==> src/rtl/instruction_fetch_unit_pkg.sv <==
// Shared opcode values, instruction field positions and fetch FSM states.
// Imported by the fetch unit and any stage that needs to decode the word.
package instruction_fetch_unit_pkg;

   localparam logic [3:0] OpNop = 4'h0;
   localparam logic [3:0] OpSto = 4'h1;
   localparam logic [3:0] OpAdd = 4'h2;
   localparam logic [3:0] OpSub = 4'h3;
   localparam logic [3:0] OpBle = 4'h4;
   localparam logic [3:0] OpJmp = 4'h5;
   localparam logic [3:0] OpLed = 4'h6;

   localparam int unsigned InsnOpMsb  = 27;
   localparam int unsigned InsnOpLsb  = 24;
   localparam int unsigned InsnTgtMsb = 23;
   localparam int unsigned InsnTgtLsb = 16;

   typedef enum logic {
      StBoot,
      StRun
   } fetch_state_e;

endpackage

==> src/rtl/instruction_fetch_unit.sv <==
// Fetch stage: owns the PC, addresses the combinational instruction ROM and loads
// the IF/ID register, handling stall, execute-stage branch redirect and fetch-side JMP.
module instruction_fetch_unit
   import instruction_fetch_unit_pkg::*;
#(
   parameter int unsigned AddrW             = 16,
   parameter int unsigned InsnW             = 28,
   parameter int unsigned TgtW              = 8,
   parameter logic [AddrW-1:0] ResetVector = '0
) (
   input  logic             clk,
   input  logic             rst_n,
   output logic [AddrW-1:0] rom_address,
   input  logic [InsnW-1:0] rom_instruction,
   input  logic             stall,
   input  logic             branch_taken,
   input  logic [TgtW-1:0]  branch_target,
   output logic [InsnW-1:0] instruction,
   output logic [AddrW-1:0] pc,
   output logic             valid,
   output logic [15:0]      bubble_count
);

   fetch_state_e     state_q, state_d;
   logic [AddrW-1:0] pc_q, pc_d;
   logic [InsnW-1:0] insn_q, insn_d;
   logic [AddrW-1:0] ifid_pc_q, ifid_pc_d;
   logic             valid_q, valid_d;
   logic [15:0]      count_q, count_d;
   logic             bubble;
   logic [3:0]       fetched_op;
   logic [AddrW-1:0] jmp_target;
   logic             unused_fields;

   assign fetched_op    = rom_instruction[InsnOpMsb:InsnOpLsb];
   assign jmp_target    = AddrW'(rom_instruction[InsnTgtMsb:InsnTgtLsb]);
   assign unused_fields = ^rom_instruction[InsnTgtLsb-1:0];

   always_ff @(posedge clk or negedge rst_n) begin
      if (!rst_n) begin
         state_q <= StBoot;
      end else begin
         state_q <= state_d;
      end
   end

   always_comb begin
      state_d = state_q;
      unique case (state_q)
         StBoot:  state_d = StRun;
         StRun:   state_d = StRun;
         default: state_d = StBoot;
      endcase
   end

   // Branch beats stall; a stall freezes PC and IF/ID and counts nothing.
   always_comb begin
      pc_d      = pc_q;
      insn_d    = insn_q;
      ifid_pc_d = ifid_pc_q;
      valid_d   = valid_q;
      bubble    = 1'b0;
      unique case (state_q)
         StBoot: bubble = 1'b1;
         StRun: begin
            if (branch_taken) begin
               pc_d   = AddrW'(branch_target);
               bubble = 1'b1;
            end else if (!stall) begin
               if (fetched_op == OpJmp) begin
                  pc_d   = jmp_target;
                  bubble = 1'b1;
               end else begin
                  insn_d    = rom_instruction;
                  ifid_pc_d = pc_q;
                  valid_d   = 1'b1;
                  pc_d      = pc_q + 1'b1;
               end
            end
         end
         default: bubble = 1'b1;
      endcase
      if (bubble) begin
         insn_d    = '0;
         ifid_pc_d = '0;
         valid_d   = 1'b0;
      end
      count_d = (bubble && count_q != 16'hFFFF) ? count_q + 16'd1 : count_q;
   end

   always_ff @(posedge clk or negedge rst_n) begin
      if (!rst_n) begin
         pc_q      <= ResetVector;
         insn_q    <= '0;
         ifid_pc_q <= '0;
         valid_q   <= 1'b0;
         count_q   <= '0;
      end else begin
         pc_q      <= pc_d;
         insn_q    <= insn_d;
         ifid_pc_q <= ifid_pc_d;
         valid_q   <= valid_d;
         count_q   <= count_d;
      end
   end

   assign rom_address  = pc_q;
   assign instruction  = insn_q;
   assign pc           = ifid_pc_q;
   assign valid        = valid_q;
   assign bubble_count = count_q;

endmodule
==> config.mk <==
export PLATFORM = sky130hd
export DESIGN_NAME = instruction_fetch_unit
export DESIGN_NICKNAME = d
export VERILOG_FILES = /design/src/rtl/instruction_fetch_unit_pkg.sv /design/src/rtl/instruction_fetch_unit.sv
export SDC_FILE = /design/constraint.sdc
export NUM_CORES = 1
export LEC_CHECK = 0
export CAP_MARGIN = 30
export CORE_MARGIN = 3
export CORE_UTILIZATION = 35
export CTS_CLUSTER_DIAMETER = 200
export CTS_CLUSTER_SIZE = 20
export DETAILED_ROUTE_END_ITERATION = 8
export PLACE_DENSITY_LB_ADDON = 0.25
export SYNTH_ARGS = -nofsm -noshare
export SYNTH_HDL_FRONTEND = slang
export SYNTH_SLANG_ARGS = --single-unit
==> constraint.sdc <==
create_clock -name clk -period 2.1 [get_ports clk]
set_clock_uncertainty 0.05 [all_clocks]
set_input_delay 0.21 -clock clk [delete_from_list [all_inputs] [get_ports clk]]
set_output_delay 0.21 -clock clk [all_outputs]
set_load 0.01 [all_outputs]
==> results of run 1 <==
-- what timing repair did --
action / in CTS / in global routing
hold buffers: 1 / 0
endpoints found under the setup margin: 0 / 0
endpoints found under the hold margin: 39 / 0
-- logic make-up after synthesis --
group | after synthesis | share of synthesized area [%]
and+or+nand+nor | 81 | 13.2
AOI/OAI and AO/OA | 100 | 20.9
adders and majority gates | 2 | 0.719
other | 1 | 0.108
buffers and inverters | 26 | 3.06
xor gates and xnor gates | 15 | 3.78
DFF | 78 | 56.1
muxes | 7 | 2.12
-- report_power, final --
| group | internal, mW | total, mW | leakage, nW | switching (mW) |
|---|---|---|---|---|
| Clock | 0.499 | 1.06 | 0.0930 | 0.562 |
| Sequential | 1.65 | 1.82 | 1.02 | 0.169 |
| Combinational | 0.541 | 0.962 | 1.08 | 0.421 |
| Total | 2.69 | 3.84 | 2.20 | 1.15 |
-- per-stage QoR --
step / hold slack (ns) / TNS [ns] / setup WS (ns)
2_1_floorplan: -0.136 / 0 / 0.197
3_3_place_gp: 0.174 / -0.0177 / -0.0177
6_report: 0.319 / 0 / 0.194
5_1_grt: 0.350 / 0 / 0.0767
3_5_place_dp: 0.174 / -0.0658 / -0.0420
4_1_cts: 0.320 / 0 / 0.179
-- layer usage --
metal  part of all wire, %  global-route usage [%]  up-vias  wire length (um)
met3                   6.4                    5.21       10               614
met4                  0.99                    4.16        0                95
li1                      -                       -     1447                 -
met5                     0                       0        -                 0
met2                    47                    26.9      111              4510
met1                    45                    25.1     1522              4350
-- sequential cells by signal, indices dropped and copies added (netlist names) --
name          flops
instruction      28
bubble_count     16
rom_address      16
state_q           1
valid             1
pc               16
-- cell usage after synthesis, drive strengths merged (2+ instances only) --
cell	number	area share, %
o31a	2	0.50
nand4	6	1.1
inv	8	0.86
and4	4	1.1
a21oi	16	2.3
or3	2	0.36
mux2i	4	1.2
o31ai	5	1.1
a21o	3	0.65
nand2b	4	0.72
nor2	10	1.1
a31oi	3	0.54
o2111ai	2	0.50
xor2	11	2.8
o211ai	2	0.43
a22o	38	9.6
nor4	3	0.54
mux2	3	0.97
o21ai	17	2.4
a2111oi	3	0.83
ha	2	0.72
dfrtp	78	56
nor3	2	0.43
clkbuf	15	1.6
buf	3	0.58
a211oi	5	1.1
xnor2	4	1.0
and2	2	0.36
nand2	17	1.8
or4	6	1.4
and3	6	1.1
nand3	14	2.0
-- layout make-up --
| type | instances | area (um2) |
|---|---|---|
| Clock buffer | 12 | 155 |
| Clock inverter | 4 | 30.0 |
| Fill cell | 850 | 4240 |
| Inverter | 8 | 30.0 |
| Multi-Input combinational cell | 206 | 1440 |
| Sequential cell | 78 | 1950 |
| Tap cell | 129 | 161 |
| Timing Repair Buffer | 149 | 1450 |
-- worst max-delay path, stage by stage (launching register included) --
cell	delay (ns)
sky130_fd_sc_hd__dfrtp_1	0.44
sky130_fd_sc_hd__ha_1	0.22
sky130_fd_sc_hd__nand2_1	0.10
sky130_fd_sc_hd__nor3_2	0.47
sky130_fd_sc_hd__a21oi_1	0.18
sky130_fd_sc_hd__mux2_1	0.34
-- cell usage in the layout (no fill, tap or decap), types with 11 or more instances in the layout --
cell	instances
sky130_fd_sc_hd__nand3_1	14
sky130_fd_sc_hd__xor2_1	11
sky130_fd_sc_hd__nand2_1	17
sky130_fd_sc_hd__a21oi_1	16
sky130_fd_sc_hd__a22o_1	38
sky130_fd_sc_hd__buf_4	30
sky130_fd_sc_hd__dfrtp_1	78
sky130_fd_sc_hd__o21ai_0	15
sky130_fd_sc_hd__clkbuf_8	11
sky130_fd_sc_hd__clkdlybuf4s50_1	115
-- path summary, 6_finish.rpt --
check / slack (ns) / startpoint / endpoint / cells after the start
hold reg to reg: 0.43 / instruction[16]$_DFFE_PN0P_ / instruction[16]$_DFFE_PN0P_ / 2
setup / recovery: 0.19 / bubble_count[0]$_DFFE_PN0P_ / bubble_count[1]$_DFFE_PN0P_ / 5
setup reg to reg: 0.19 / bubble_count[0]$_DFFE_PN0P_ / bubble_count[1]$_DFFE_PN0P_ / 5
max in group asynchronous: 1.08 / rst_n / instruction[16]$_DFFE_PN0P_ / 3
hold / removal: 0.32 / rst_n / bubble_count[0]$_DFFE_PN0P_ / 2
min in group clk: 0.41 / rom_instruction[9] / instruction[9]$_DFFE_PN0P_ / 2
==> impl_metrics.json, run 1 <==
{
  "ctsLongestPathBuffers": 2,
  "clock_sinks": 78,
  "maxCapViolCount": 0,
  "critical_path_required_ns": 2.29,
  "flow.area_growth_from_synthesis_pct": 49.9,
  "period_needed_ns": 1.91,
  "achievable-frequency_mhz": 525,
  "firstDrtPassIters": 4,
  "cts.reportedPaths.clkPinSlew_ns": 0.08,
  "final_net_count": 494,
  "worst_ep_arrival_time_ns": 2.09,
  "timing.final.max_slew_violations": 0,
  "layoutNonFillerInstCount": 586,
  "post-layout-total-power_mw": 3.84,
  "rows": 35,
  "core-area_mm2": 0.00946,
  "timing.setup.critical_path_class": "reg -> reg",
  "drt-wirelength-per-cell_um": 16.3,
  "fin_util_pct": 55.2,
  "fp.dieW_um": 106,
  "grt_pass1_wl_um": 16000,
  "power_per_cell_area_mw_per_mm2": 737,
  "die_area_mm2": 0.0112,
  "detailedPlacementHpwl_um": 7090,
  "start_kind": "register",
  "placed_cells_incl_taps": 569,
  "yosys_most_used_dff": "sky130_fd_sc_hd__dfrtp_1",
  "dr.first_iter.drc_count": 184,
  "sort_of_element_at_the_end_of_the_critical_path": "register",
  "avgSynthCellArea_um2": 11.2,
  "number_of_global_route_vias_before_repair": 3087,
  "io_pins": 117,
  "rsz0062_at_grt": "false",
  "timing.final.setup_violations": 0,
  "remaining_drc_errors": 0,
  "portBuffers": 116,
  "insertion_delay_ns": 0.35,
  "antenna_found_initial": 0,
  "vdd_drop_max_v": 0.000580,
  "grt_util_all_layers_pct": 17.7,
  "instance_count_of_the_mapped_netlist": 310,
  "postcts_resize_cnt": 0,
  "result_of_the_run": "completed",
  "cts-htree-levels": 3,
  "global_placement_routability_congestion": 0.862,
  "vias_per_cell": 5.27,
  "synth_cell_types": 49,
  "post_route_cell_area_mm2": 0.00522,
  "actual_slew_at_the_worst_max_slew_pin_ns": 0.644,
  "period_share_pct": 90.8,
  "hold_viol_final": 0,
  "routed_wirelength_um": 9570,
  "dr_total_vias": 3090,
  "die_height_um": 106,
  "mappedNetlistNets": 352,
  "grt_remaining_overflow": 0,
  "cts.repair_timing.setup_buffer_count": 0,
  "cts-buffers-inserted": 9,
  "critPathMaxFanout": 9,
  "worstHoldPathType": "in -> async",
  "floorplan.initialDensity_pct": 36.8,
  "clk_root_buffer_cell": "sky130_fd_sc_hd__clkbuf_8",
  "tritoncts_clock_tree": "built",
  "slew-limit-headroom_pct": 57.0,
  "async_flop_share_pct": 100,
  "grt_max_degree": 41,
  "final_layout_size_suffix_gt1_share_pct": 12.5,
  "synth_sequential_area_ratio_pct": 56.1,
  "syn_area_mm2": 0.00348,
  "synth_enable_flop_cells": 0,
  "antenna_left": 0,
  "cellLeakagePower_nw": 2.20,
  "synth_warnings": 0,
  "synth-seq-cells": 78,
  "placed_cell_area_mm2": 0.00502,
  "n_antenna_cell": 0
}
No activity file was read; power rests on OpenSTA's default activity.
==> run 2, diff against run 1 <==
--- a/config.mk
+++ b/config.mk
@@ -5,6 +5,7 @@
 export SDC_FILE = /design/constraint.sdc
 export NUM_CORES = 1
 export LEC_CHECK = 0
+export ABC_CLOCK_PERIOD_IN_PS = 2100
 export CAP_MARGIN = 30
 export CORE_MARGIN = 3
 export CORE_UTILIZATION = 35
==> results of run 2 <==
Final layout, timing and power as in run 1 (identical DEF).
